$ cat config.mk
export PLATFORM = sky130hd
export DESIGN_NAME = cdc_handshake_tx
export DESIGN_NICKNAME = d
export VERILOG_FILES = /design/src/rtl/cdc_handshake_tx.sv
export SDC_FILE = /design/constraint.sdc
export NUM_CORES = 1
export LEC_CHECK = 0
export ABC_AREA = 1
export BUFFER_PORTS_ARGS = -buffer_cell sky130_fd_sc_hd__buf_2
export CORE_MARGIN = 2
export CORE_UTILIZATION = 49
export CTS_CLUSTER_DIAMETER = 80
export CTS_CLUSTER_SIZE = 14
export DETAILED_ROUTE_END_ITERATION = 7
export GPL_TIMING_DRIVEN = 0
export HOLD_SLACK_MARGIN = 0.15
export PLACE_DENSITY_LB_ADDON = 0.1
export RECOVER_POWER = 25
export REMOVE_ABC_BUFFERS = 1
export SYNTH_ARGS = -nofsm -noshare
export SYNTH_HDL_FRONTEND = slang
export SYNTH_SLANG_ARGS = --single-unit
$ cat constraint.sdc
create_clock -name sync_clock -period 1.9 [get_ports sync_clock]
set_clock_uncertainty 0.05 [all_clocks]
set_input_delay 0.38 -clock sync_clock [delete_from_list [all_inputs] [get_ports sync_clock]]
set_output_delay 0.38 -clock sync_clock [all_outputs]
set_load 0.005 [all_outputs]
$ cat src/rtl/cdc_handshake_tx.sv
// Source-domain end of a two-phase req/ack CDC transfer: captures a word,
// toggles xfer_req, and waits for the resynchronised xfer_ack toggle.
module cdc_handshake_tx #(
  parameter int DATA_WIDTH     = 32,
  parameter int STAGES         = 2,
  parameter int TIMEOUT_CYCLES = 1024
) (
  input  logic                  sync_clock,
  input  logic                  reset_n,
  input  logic [DATA_WIDTH-1:0] in_data,
  input  logic                  in_valid,
  output logic                  in_ready,
  output logic [DATA_WIDTH-1:0] xfer_data,
  output logic                  xfer_req,
  input  logic                  xfer_ack,
  output logic                  xfer_done,
  output logic                  busy,
  output logic                  timeout_err,
  input  logic                  clr_err
);

  // state    | meaning
  // IDLE     | ready to accept a word; ack_s should equal xfer_req
  // WAIT_ACK | word on xfer_data, req toggled, waiting for ack_s == xfer_req

  localparam bit TO_EN = (TIMEOUT_CYCLES > 0);
  localparam int CW    = TO_EN ? $clog2(TIMEOUT_CYCLES + 1) : 1;
  localparam logic [CW-1:0] T_MAX  = TO_EN ? CW'(TIMEOUT_CYCLES) : '0;
  localparam logic [CW-1:0] T_LAST = TO_EN ? CW'(TIMEOUT_CYCLES - 1) : '0;

  typedef enum logic {
    IDLE     = 1'b0,
    WAIT_ACK = 1'b1
  } state_t;

  state_t            state;
  logic [STAGES-1:0] ack_sync;
  logic              ack_s;
  logic [CW-1:0]     to_cnt;
  logic              ack_match;
  logic              to_hit;
  logic              spurious;
  logic              err_set;

  assign ack_s     = ack_sync[STAGES-1];
  assign ack_match = (ack_s == xfer_req);
  // Fires only on the edge the counter reaches the limit, so a clear while
  // saturated sticks.
  assign to_hit    = TO_EN && (state == WAIT_ACK) && !ack_match && (to_cnt == T_LAST);
  assign spurious  = TO_EN && (state == IDLE) && !ack_match;
  assign err_set   = to_hit || spurious;

  assign in_ready  = (state == IDLE);
  assign busy      = (state == WAIT_ACK);

  always_ff @(posedge sync_clock or negedge reset_n) begin
    if (!reset_n) begin
      ack_sync <= '0;
    end else begin
      ack_sync <= {ack_sync[STAGES-2:0], xfer_ack};
    end
  end

  always_ff @(posedge sync_clock or negedge reset_n) begin
    if (!reset_n) begin
      state       <= IDLE;
      xfer_req    <= 1'b0;
      xfer_data   <= '0;
      to_cnt      <= '0;
      xfer_done   <= 1'b0;
      timeout_err <= 1'b0;
    end else begin
      xfer_done <= 1'b0;
      if (err_set) begin
        timeout_err <= 1'b1;
      end else if (clr_err) begin
        timeout_err <= 1'b0;
      end
      case (state)
        IDLE: begin
          if (in_valid) begin
            xfer_data <= in_data;
            xfer_req  <= ~xfer_req;
            to_cnt    <= '0;
            state     <= WAIT_ACK;
          end
        end
        WAIT_ACK: begin
          if (ack_match) begin
            state     <= IDLE;
            xfer_done <= 1'b1;
          end else if (TO_EN && (to_cnt != T_MAX)) begin
            to_cnt <= to_cnt + 1'b1;
          end
        end
      endcase
    end
  end

endmodule

# After elaboration in Yosys (flattened, before gate mapping)
# Cells that the tools add are included.
# totals
input_bits,37
elab_cells,35
regBits,49
# op_classes
eq_ne,6
bitwise,2
reduce_logical,8
muxes,11
n_addsub,1
# ops
operator,n
2-to-1 mux 11 bit,3
one-hot mux 11 bit (2 select lines),1
"adder 11 x 1 -> 11 bit, second input constant",1
"== test 11 x 10 -> 1 bit, second input constant",1
"inequality test 11 bit, second input constant",1
2-to-1 mux 1 bit,6
"inequality test 2 bit, second input constant",2
logical AND 1 bit,3
AND reduction 3 bit,1
"inequality test 2 x 1 -> 1 bit, second input constant",1
inverter 1 bit,2
one-hot mux 1 bit (2 select lines),1
AND reduction 2 bit,1
nonzero test 2 bit,1
== test 1 bit,1
zero test 1 bit,1
logical OR 1 bit,1

# Longest topological paths before layout
# logic_depth
ltp_word,6
ltp_mapped,10

# Worst setup path before layout
# No wires, ideal clock.
# synth_timing
path_type,register to register
start,register state (netlist: busy)
end,register xfer_data[22]
stages_incl_launch_ff,6
synth_period_minus_slack_ns,1.337
path_slack_ns,0.563
setup_ns,0.125
arrival_time_ns,1.162
path_cell_list,dfrtp_1 > buf_6 > inv_4 > nand2_8 > buf_2 > mux2_2
# synth_via
elab_chain_len,2
# synth_rtl
element,line_no,rtl
"start, declared",36,state_t state;
"start signal, assigned",66,state <= IDLE;
"start signal, assigned",85,state <= WAIT_ACK;
"start signal, assigned",90,state <= IDLE;
inverter 1 bit (no line),-,
net in_ready,12,"output logic in_ready,"
AND reduction 2 bit (no line),-,
"end signal, assigned",82,xfer_data <= in_data;
"end, declared",13,"output logic [DATA_WIDTH-1:0] xfer_data,"
# The timed path passes the listed nets, and every way through them passes these cells.
# A chain may end at the register's enable or synchronous reset.

# Worst setup path in the final report
# layout_timing
start,register state (netlist: busy)
end,register to_cnt[1]
# layout_via
elab_chain_len,3
elab_cells_between_ends,6
cone_classes,eq/ne: 3; mux: 1; bitwise: 1; reduce/logical: 1
# layout_rtl
element,line_no,rtl
inverter 1 bit (no line),-,
inequality test 2 bit (no line),-,
AND reduction 3 bit (no line),-,
"end signal, assigned",93,to_cnt <= to_cnt + 1'b1;
"end, declared",39,logic [CW-1:0] to_cnt;
# Parallel ways exist; a longest one is shown, timed or not.

==> flow_summary_export.csv <==
group,metric,value,unit
run_status,status,"complete, no violations",
hold_path,hold_path_class,"input port to register",
floorplan,dieArea,0.00487,mm²
hold_path,min-delay-start,"clr_err",
final_layout,fin_nets,301,
critical_path,slowest_stage,"dfrtp_2",
critical_path,cp_data_required_time,2.07,ns
critical_path,worstPathMaxFanout,35,
critical_path,cp-end-kind,"register",
synth,yosysTopAreaCell,"dfrtp_1",
floorplan,coreArea,0.00409,mm²
floorplan,fp.dieH,69.8,µm
global_routing,grt_pass1_wl,6670,µm
sta,final.min_clock_period,1.61,ns
sta,fmax,620,MHz
final_layout,final_core_utilization,0.638,
clocking,numCtsBuffers,5,
synth,synth.yosys.seq_area_share,0.578,
global_routing,grt_max_degree,50,
clocking,htreeDepth,2,
placement,hpwl,2810,µm
critical_path,worst_path_most_repeated_cell,"nand2_2",
synth,synth_edf_count,0,
pwr,peakVddDrop,0.878,mV
detailed_routing,drtIter0Drc,72,
sta,fin_setup_tns,0,ns
sta,whs,0.225,ns
critical_path,r2r_setup_slack,0.29,ns
placement,dp_cells,304,
detailed_routing,highest_layer,"met4",
clocking,path_clk_slew,0.08,ns
final_layout,fill_cells,358,
pwr,power,0.00365,W
detailed_routing,firstDrtPassIters,4,
final_layout,diodes,0,
sta,rsz0062_at_grt,"false",
critical_path,r2r_end,"to_cnt[1]",
final_layout,synthToLayoutAreaGrowth,22.9,%
critical_path,r2r-start,"busy",
critical_path,worstPathCellList,"inv_4 -> nand2_8 -> nand2_2 -> nor2_2 -> nand2_2 -> nand2_4 -> inv_1 -> o21ai_0",
synth,synth_top_cell_area_share,0.578,
synth,ys_ff_latch,49,
sta,min_period_over_period,0.849,
clocking,cts_tree,"done",
detailed_routing,route.detailed.drc,0,
synth,synth_area_per_cell,11.3,µm²
critical_path,ff2ff_path_depth,8,
floorplan,initial_core_util,0.519,
synth,synth_commonest_cells,"dfrtp_1, nand2_1, mux2_2",
floorplan,rows,23,
detailed_routing,routed_wl,3920,µm
final_layout,multi_input_area,801,µm²
clocking,clkLatencyLatePin,0.30,ns
global_routing,overflow,0,
final_layout,stdcell_count,312,
synth,netlist_top_cells_area,"dfrtp_1, mux2_2, nand2_1",
synth,synthDistinctLibCells,23,
final_layout,regArea,0.00123,mm²
synth,async_reset_ff_frac,1.00,
floorplan,die_w,69.8,µm
critical_path,crit_path_start_kind,"register",
detailed_routing,wl_met2,1960,µm
detailed_routing,wl_met1,1660,µm
synth,yosysWarningCount,0,
critical_path,worstPathArrival,1.79,ns
final_layout,drive_above_1_share,0.458,
floorplan,io_pins,74,
critical_path,crit_type,"register to register",
synth,synth_ff_type,"dfrtp_1",
detailed_routing,vias_per_cell,4.88,
sta,setup_viol_count_final,0,
job,cap_violations,0,
placement,port_buffers,73,
pwr,leakagePower,1.29,nW
hold_path,holdPathStages,2,
clocking,cts.sink_count,49,
clocking,cts_buffer_depth,2,
critical_path,cpPeakStageDelay,0.51,ns
detailed_routing,wl_met3,236,µm
pwr,cellPowerDensity,1400,mW/mm²
sta,hold_violations,0,
detailed_routing,wl_per_cell,12.6,µm
clocking,cts_root_buf,"clkbuf_8",
synth,netlist_area,0.00212,mm²
sta,worst_pin_slew,1.17,ns
placement,gp_congestion,0.792,
hold_path,min_to,"timeout_err",
global_routing,track_usage,0.173,
detailed_routing,via_count,1521,
sta,slew_headroom,0.221,
global_routing,grt_pass1_vias,1509,
sta,slew_viol_final,0,
global_routing,antenna_found_initial,0,
synth,netlist_instances,187,
synth,yosysMostFrequentCell,"dfrtp_1",
detailed_routing,ant_nets,0,
-- state kept, by name, indices dropped and copies added, names as in the netlist --
signal       cells
xfer_done        1
to_cnt          11
timeout_err      1
xfer_data       32
xfer_req         1
busy             1
ack_sync         2
-- worst max path at each step --
stage                     start         to  slack, ns
final                      busy  to_cnt[1]       0.29
after global routing       busy  to_cnt[9]       0.12
after CTS                  busy  to_cnt[1]       0.11
after detailed placement   busy  to_cnt[1]       0.13
after global placement     busy  to_cnt[1]       0.12
after floorplan            busy  to_cnt[9]       0.40
-- per-layer routing --
layer,up-vias,track usage
li1,764,-
met1,708,0.203
met2,42,0.296
met3,7,0.0538
met4,0,0.0641
met5,-,0
-- cells by family after synthesis --
| group | synth area share |
|---|---|
| mux | 0.170 |
| buf+inv | 0.0442 |
| simple gates | 0.146 |
| flops | 0.578 |
| compound gates | 0.0419 |
| xor+xnor | 0.00826 |
| fa+ha+maj | 0.0118 |
-- where the power goes --
part / switching [W] / internal (W) / leakage (nW)
sequential: 0.000254 / 0.00147 / 0.596
combinational: 0.000595 / 0.000715 / 0.653
clock: 0.000330 / 0.000288 / 0.0433
-- critical path, delay by kind of cell, from the launching register on --
kind                   cells  cell delay [ns]
flip-flops                 1             0.51
buffers and inverters      2             0.16
AND/OR/NAND/NOR            5             0.66
AO/OA/AOI/OAI              1             0.15
-- metrics by stage --
stage          cell area [µm²]  setup WS [ns]
4_1_cts                   2610          0.111
5_1_grt                   2610          0.116
2_1_floorplan             2080          0.402
3_3_place_gp              2510          0.122
6_report                  2610          0.287
3_5_place_dp              2510          0.132
-- cells in the final DEF (no fill, tap or decap), types with 3 or more instances in the layout --
cell      instances
o21ai_0           6
dfrtp_1          48
buf_2            72
mux2_2           32
nor2_1           11
o21ai_1           3
nand2_1          36
nand3_1          14
inv_1            12
clkbuf_8          6
-- layout make-up --
cell class | instances | area share
Sequential cell | 49 | 0.471
Multi-Input combinational cell | 119 | 0.307
Timing Repair Buffer | 74 | 0.144
Clock buffer | 6 | 0.0317
Tap cell | 50 | 0.0240
Inverter | 13 | 0.0197
Clock inverter | 1 | 0.00288
-- repair_timing --
action | 4_1_cts | 5_1_grt
resized for setup | 0 | 1
endpoints found under the setup margin | 0 | 1
setup buffers | 0 | 0
hold endpoints to repair | 1 | 0
hold buffers | 1 | 0
(Power assumes the default switching activity.)
